[src/rtl/uart_pkg.sv]
// Shared UART definitions: receiver state encoding and oversampling ratio.
// Kept separate so the future uart_tx can reuse them.
package uart_pkg;

  typedef enum logic [1:0] {
    IDLE  = 2'd0,
    START = 2'd1,
    DATA  = 2'd2,
    STOP  = 2'd3
  } rx_state_t;

  localparam int OVERSAMPLE = 16;

endpackage

[src/rtl/baud_tick_gen.sv]
// Free-running oversample tick generator: one-cycle tick every DVSR clocks,
// asserted in the cycle where the counter holds DVSR-1.
module baud_tick_gen #(
  parameter int DVSR = 651
) (
  input  logic clk,
  input  logic reset,
  output logic tick
);

  localparam int CW = (DVSR > 1) ? $clog2(DVSR) : 1;
  localparam logic [CW-1:0] LAST = CW'(DVSR - 1);

  logic [CW-1:0] count_r;
  logic [CW-1:0] count_next_s;

  // next counter value, wrapping after DVSR-1
  always_comb begin
    if (count_r == LAST) begin
      count_next_s = '0;
    end else begin
      count_next_s = count_r + {{(CW-1){1'b0}}, 1'b1};
    end
  end

  // counter and registered tick, aligned so tick is high while count_r == DVSR-1
  always_ff @(posedge clk) begin
    if (reset) begin
      count_r <= '0;
      tick    <= (DVSR == 1) ? 1'b1 : 1'b0;
    end else begin
      count_r <= count_next_s;
      tick    <= (count_next_s == LAST);
    end
  end

endmodule

[src/rtl/uart_rx.sv]
// 16x oversampling UART receiver: 2-flop synchronizer, start-bit qualification,
// mid-bit sampling, stop-bit check with rx_done / frame_err strobes.
module uart_rx
  import uart_pkg::*;
#(
  parameter int DVSR    = 651,
  parameter int DBIT    = 8,
  parameter int SB_TICK = 16
) (
  input  logic            clk,
  input  logic            reset,
  input  logic            rx,
  output logic            rx_done,
  output logic [DBIT-1:0] dout,
  output logic            frame_err,
  output logic            busy
);

  localparam int NW = (DBIT > 1) ? $clog2(DBIT) : 1;
  localparam logic [3:0]    S_MID   = 4'd7;
  localparam logic [3:0]    S_LAST  = 4'(OVERSAMPLE - 1);
  localparam logic [3:0]    SB_LAST = 4'(SB_TICK - 1);
  localparam logic [NW-1:0] N_LAST  = NW'(DBIT - 1);

  logic            tick_s;
  logic            rx_meta_r, rx_sync_r;
  rx_state_t       state_r, state_next_s;
  logic [3:0]      s_r, s_next_s;
  logic [NW-1:0]   n_r, n_next_s;
  logic [DBIT-1:0] b_r, b_next_s;
  logic            done_next_s, err_next_s;

  baud_tick_gen #(.DVSR(DVSR)) u_tick (
    .clk   (clk),
    .reset (reset),
    .tick  (tick_s)
  );

  // next-state and datapath decisions, all based on the synchronized line
  always_comb begin
    state_next_s = state_r;
    s_next_s     = s_r;
    n_next_s     = n_r;
    b_next_s     = b_r;
    done_next_s  = 1'b0;
    err_next_s   = 1'b0;
    case (state_r)
      IDLE: begin
        if (!rx_sync_r) begin
          state_next_s = START;
          s_next_s     = 4'd0;
        end else begin
          state_next_s = IDLE;
        end
      end
      START: begin
        // line must still be low at mid start bit, otherwise it was a glitch
        if (tick_s) begin
          if (s_r == S_MID) begin
            if (!rx_sync_r) begin
              state_next_s = DATA;
              s_next_s     = 4'd0;
              n_next_s     = '0;
            end else begin
              state_next_s = IDLE;
            end
          end else begin
            s_next_s = s_r + 4'd1;
          end
        end else begin
          s_next_s = s_r;
        end
      end
      DATA: begin
        if (tick_s) begin
          if (s_r == S_LAST) begin
            s_next_s = 4'd0;
            b_next_s = {rx_sync_r, b_r[DBIT-1:1]};
            if (n_r == N_LAST) begin
              state_next_s = STOP;
            end else begin
              n_next_s = n_r + {{(NW-1){1'b0}}, 1'b1};
            end
          end else begin
            s_next_s = s_r + 4'd1;
          end
        end else begin
          s_next_s = s_r;
        end
      end
      STOP: begin
        // leaving at mid stop bit lets an immediately following start edge be caught
        if (tick_s) begin
          if (s_r == SB_LAST) begin
            if (rx_sync_r) begin
              done_next_s = 1'b1;
            end else begin
              err_next_s = 1'b1;
            end
            state_next_s = IDLE;
          end else begin
            s_next_s = s_r + 4'd1;
          end
        end else begin
          s_next_s = s_r;
        end
      end
      default: begin
        state_next_s = IDLE;
      end
    endcase
  end

  // synchronizer, FSM state and registered outputs
  always_ff @(posedge clk) begin
    if (reset) begin
      rx_meta_r <= 1'b1;
      rx_sync_r <= 1'b1;
      state_r   <= IDLE;
      s_r       <= 4'd0;
      n_r       <= '0;
      b_r       <= '0;
      dout      <= '0;
      rx_done   <= 1'b0;
      frame_err <= 1'b0;
      busy      <= 1'b0;
    end else begin
      rx_meta_r <= rx;
      rx_sync_r <= rx_meta_r;
      state_r   <= state_next_s;
      s_r       <= s_next_s;
      n_r       <= n_next_s;
      b_r       <= b_next_s;
      if (done_next_s) begin
        dout <= b_r;
      end else begin
        dout <= dout;
      end
      rx_done   <= done_next_s;
      frame_err <= err_next_s;
      busy      <= (state_next_s != IDLE);
    end
  end

endmodule
[config.mk]
export PLATFORM = sky130hd
export DESIGN_NAME = uart_rx
export DESIGN_NICKNAME = d
export VERILOG_FILES = /design/src/rtl/uart_pkg.sv /design/src/rtl/baud_tick_gen.sv /design/src/rtl/uart_rx.sv
export SDC_FILE = /design/constraint.sdc
export NUM_CORES = 1
export LEC_CHECK = 0
export CORE_UTILIZATION = 40
export DETAILED_ROUTE_END_ITERATION = 6
export GPL_ROUTABILITY_DRIVEN = 0
export MAX_ROUTING_LAYER = met4
export RECOVER_POWER = 25
export SYNTH_ARGS = -nofsm -noshare
export SYNTH_HDL_FRONTEND = slang
export SYNTH_SLANG_ARGS = --single-unit
export TNS_END_PERCENT = 50
[constraint.sdc]
create_clock -name clk -period 2.2 [get_ports clk]
set_clock_uncertainty 0.05 [all_clocks]
set_input_delay 0.22 -clock clk [delete_from_list [all_inputs] [get_ports clk]]
set_output_delay 0.22 -clock clk [all_outputs]
set_load 0.02 [all_outputs]
# Yosys cells after proc, flatten, opt, wreduce, memory -nomap -nowiden
# Index checks and enable logic that the tools add are counted.
# Widths: inputs -> output; s select.
[word_totals] input_bits=3 out_inout_bits=11 regBits=41 wordCells=72
[op_classes] n_reduce_logical=7 mux=31 eq_ne=16 n_bitwise=3 add_sub_neg=3
[op_table] operator="$mux 4" count=7
[op_table] operator="$eq 10x10->1 const B" count=2
[op_table] operator="$mux 3" count=6
[op_table] operator="$mux 2" count=8
[op_table] operator="$pmux 4 s4" count=1
[op_table] operator="$add 10x1->10 const B" count=1
[op_table] operator="$mux 10" count=1
[op_table] operator="$ne 2x2->1 const B" count=5
[op_table] operator="$pmux 2 s4" count=1
[op_table] operator="$reduce_and 7->1" count=1
[op_table] operator="$mux 1" count=6
[op_table] operator="$ne 2x1->1 const B" count=3
[op_table] operator="$pmux 3 s2" count=1
[op_table] operator="$add 4x1->4 const B" count=1
[op_table] operator="$eq 2x2->1 const B" count=2
[op_table] operator="$eq 4x3->1 const B" count=1
[op_table] operator="$eq 4x4->1 const B" count=1
[op_table] operator="$reduce_and 4->1" count=1
[op_table] operator="$reduce_bool 2->1" count=2
[op_table] operator="$reduce_or 4->1" count=1
[op_table] operator="$add 3x1->3 const B" count=1
[op_table] operator="$eq 3x3->1 const B" count=1
[op_table] operator="$not 1->1" count=3
[op_table] operator="$reduce_and 3->1" count=1
[op_table] operator="2 further kinds" count=2

# Longest topological paths before layout
[depth] ltp_word=6 ltp_mapped=6 depth_no_buf=6

# Modules after synthesis
# A second synthesis with hierarchy kept.
[unflattened] cells_unflattened=203 hier_area_um2=1886.8
[modules_own_cells] mod="uart_rx" area_per_inst_um2=1357.6 instances=1 cells_each=147 seq_area_each_um2=600.6
[modules_own_cells] mod="baud_tick_gen" area_per_inst_um2=529.3 instances=1 cells_each=56 seq_area_each_um2=220.2

# Least setup slack after synthesis
# OpenSTA, ideal clock, no wires.
[synth_path] kind="reg-to-reg" start="register u_tick.count_r[0]" end="register u_tick.tick" setup_time_ps=88 arrival_time_ps=1723 synth_period_minus_slack_ps=1861 path_buffers=0 setup_slack_ps=339 required_ps=2062 path_stages_with_launch=6 cell_sequence="dfxtp_1 > ha_1 > nand2_1 > or4b_1 > a32o_1 > nor4_2"
[synth_between] elab_chain_len=3 elab_cells_between_ends=4 classes_between="1 x add/sub; 2 x eq/ne; 1 x mux"
[synth_lines] item="from (decl)" line_no="baud_tick_gen.sv:14" rtl="logic [CW-1:0] count_r;"
[synth_lines] item="from (signal assigned)" line_no="baud_tick_gen.sv:32" rtl="count_r <= count_next_s;"
[synth_lines] item="$add 10x1->10 or $eq 10x10->1 (tied branches)" line_no="baud_tick_gen.sv:22, baud_tick_gen.sv:19"
[synth_lines] item="$mux 10 (*)" line_no="baud_tick_gen.sv:19" rtl="if (count_r == LAST) begin"
[synth_lines] item="$eq 10x10->1 (*)" line_no="baud_tick_gen.sv:33" rtl="tick <= (count_next_s == LAST);"
[synth_lines] item="to (signal assigned)" line_no="baud_tick_gen.sv:30" rtl="tick <= (DVSR == 1) ? 1'b1 : 1'b0;"
[synth_lines] item="to (signal assigned)" line_no="baud_tick_gen.sv:33"
[synth_lines] item="to (decl)" line_no="baud_tick_gen.sv:8" rtl="output logic tick"
# Every way passes the cells marked *; elsewhere a longest branch is shown, timed or not.
# A chain may end at the register's enable or synchronous reset.

# Worst setup path in the final report
# Ends and elaborated chain as after synthesis.

==> qor.yml <==
global_routing:
  grt_remaining_overflow: 0
  groute.usage.overall: 0.1591
  grt_pass1_vias: 1351
  grt_antenna_before_repair: 0
  grt_pass1_wl_um: 6120
  largest_net_degree_at_the_start_of_global_routing: 17
sta:
  timing.final.crit_share: 0.9176
  max_freq_ghz: 0.4954
  finalSetupTns_ns: 0
  post-route-worst-setup-slack_ns: 0.1813
  grt_setup_unrepaired: "no"
  tightest_slew_ns: 0.7142
  setup_viol: 0
  slew_headroom: 0.5229
  hold_ws_ns: 0.3734
  fin_crit_ns: 2.019
  report.final.hold_viol_count: 0
  timing.final.max_slew_violations: 0
route:
  routed-via-count: 1508
  drt_pass1_iterations: 4
  drc: 0
  drt_iter0_markers: 111
  drt-wirelength-per-cell_um: 12.49
  drt-vias-per-instance: 5.405
  antenna_left: 0
  finalWirelength_um: 3485
hold_path:
  worstHoldPathType: "reg -> reg"
worst_setup_path:
  worst-setup-path-type: "reg -> reg"
  timing.critical_path.required_ns: 2.36
  critPathLaunchType: "flip-flop"
  worstPathMaxFanout: 8
  data_arrival_at_the_endpoint_of_the_critical_path_ns: 2.18
  critPathCaptureType: "flip-flop"
floorplan:
  die_height_um: 70.18
  num_io_pins: 14
  rows: 24
  dieWidth_um: 70.18
  initial_utilization: 0.4212
  floorplan.core_area_mm2: 0.004414
  die_area_mm2: 0.004925
yosys:
  largest_cells_by_area_after_synthesis: "dfxtp_1 44%, nor2_1 6.1%, mux2i_1 4.8%"
  synthDominantCellAreaShare: 0.4415
  ys_seq_area_frac: 0.4415
  postSynthCellCount: 210
  synth_fp_nets: 218
  netlist_area_mm2: 0.001859
  synth_seq_cells: 41
  yosysUniqueCellTypes: 47
  yosys.area_share.xor_xnor: 0.03769
  synth_async_sr_flop_share: 0
  synth.avg_cell_area_um2: 8.854
  synth_top_area_cell: "dfxtp_1"
  synth_simple_gate_area_frac: 0.2450
  synth-adder-area-share: 0.03365
  synth_ff_type: "dfxtp_1"
  synth_mux_area_frac: 0.04845
  synth_enable_flop_cells: 0
  synth-compound-area-share: 0.1642
  synth_top_family_by_area: "simple AND/OR/NAND/NOR gates"
  total_of_warnings_raised_by_yosys: 0
place:
  dpl.hpwl_um: 2429
  placement_stage_worst_setup_slack_ns: 0.1987
  total_of_buffers_placed_on_input_and_output_ports: 13
clock_tree:
  cts.sinks: 41
  tritoncts: "done"
  clk-insertion-delay-late_ns: 0.29
  cts_made_buffers: 5
  postCtsHoldBufs: 0
  cts_resized: 0
  cts_post_setup_buffers_inserted: 0
  clk_root_buffer_cell: "clkbuf_8"
  ctsHtreeMaxLevel: 2
  ctsLongestPathBuffers: 2
  clk_pin_slew_ns: 0.08
finish:
  layout_commonest_cell: "dfxtp_1"
  layout_common_cells: "41 x dfxtp_1, 30 x nor2_1, 16 x o21ai_0, 15 x nand2_1, 14 x a21oi_1"
  drive_above_1_share: 0.08370
  number_of_fill_cells: 436
  final_nets: 234
  antenna_diodes: 0
  area_growth_syn_to_fin_pct: 14.54
power_and_ir_drop:
  ir_worst_vdd_mv: 0.5061
  power_density_mw_per_mm2: 610.7
  power_leakage_nw: 0.7474
flow_run:
  drv_cap: 0
outcome:
  status: "completed"
[stage by stage]
| stage | util | std cells | cell area [um^2] | power, mW |
|---|---|---|---|---|
| final | 0.4824 | 279 | 2130 | 1.300 |
| after global routing | 0.4824 | 279 | 2130 | 1.361 |
| after CTS | 0.4853 | 279 | 2142 | 1.331 |
| after detailed placement | 0.4657 | 271 | 2056 | 0.8374 |
| after global placement | 0.4657 | 271 | 2056 | 0.8380 |
| after floorplan | - | 210 | 1859 | 0.8180 |
[layer usage]
layer  vias up  track usage  routed length [um]
li1        787            -                   -
met4         0      0.06000                  22
met3         2      0.03463                 122
met2        23       0.2297                1553
met5         -            -                   0
met1       696       0.2175                1786
[where the power goes]
part           total, mW  internal, mW  switching, mW
clock network      0.483         0.219          0.264
logic             0.0544        0.0243         0.0301
registers          0.763         0.750         0.0134
[flip-flops by register name, summed over array words and instances (netlist names)]
register and flops:
b_r 8, frame_err 1, busy 1, rx_done 1, dout 8, rx_sync_r 1
u_tick.count_r 10, rx_meta_r 1, u_tick.tick 1, state_r 2, s_r 4, n_r 3
[cell usage after synthesis (2+ instances only)]
cell type  instances
nor2_1            30
or2_2              2
inv_1              5
and2_1             3
clkbuf_1           6
a211oi_1           2
o21bai_1           4
xnor2_1            5
mux2i_1            9
a21oi_1           14
nand2b_1           3
a22oi_1            3
and3_1             2
dfxtp_1           41
nand4_1            4
o21ai_0           16
a31oi_1            4
buf_2              2
nor3_1             3
nor4_1             2
nand2_1           15
ha_1               5
xor2_1             3
nand3_1            4
[layout make-up]
| class | instances | area [um^2] | share of cell area |
|---|---|---|---|
| clock buffer | 5 | 68.82 | 0.03231 |
| tap | 52 | 65.06 | 0.03055 |
| clock inverter | 3 | 17.52 | 0.008226 |
| multi-input combinational | 155 | 978.4 | 0.4595 |
| timing repair buffer | 18 | 160.2 | 0.07521 |
| inverter | 5 | 18.77 | 0.008813 |
| sequential | 41 | 820.8 | 0.3854 |
[worst paths after layout]
| check | to | start | cells after the start | slack [ns] |
|---|---|---|---|---|
| max | u_tick.tick$_SDFF_PP0_ | u_tick.count_r[0]$_SDFF_PP0_ | 5 | 0.18 |
| min | rx_sync_r$_SDFF_PP1_ | rx_meta_r$_SDFF_PP1_ | 1 | 0.37 |
| max reg2reg | u_tick.tick$_SDFF_PP0_ | u_tick.count_r[0]$_SDFF_PP0_ | 5 | 0.18 |
| min reg2reg | rx_sync_r$_SDFF_PP1_ | rx_meta_r$_SDFF_PP1_ | 1 | 0.37 |
[cell families (layout without fill, tap and decap cells)]
kind of cell	after synthesis	in the layout
simple gates	83	83
compound gates	50	50
flops	41	41
buf+inv	14	31
mux	9	9
xor+xnor	8	8
fa+ha+maj	5	5
[worst max-delay path, cell delays in order (launching register included)]
cell	delay, ns
dfxtp_1	0.45
ha_1	0.28
nand2_1	0.14
or4b_1	0.53
a32o_1	0.24
nor4_2	0.25
No activity file was read; power rests on OpenSTA's default activity.
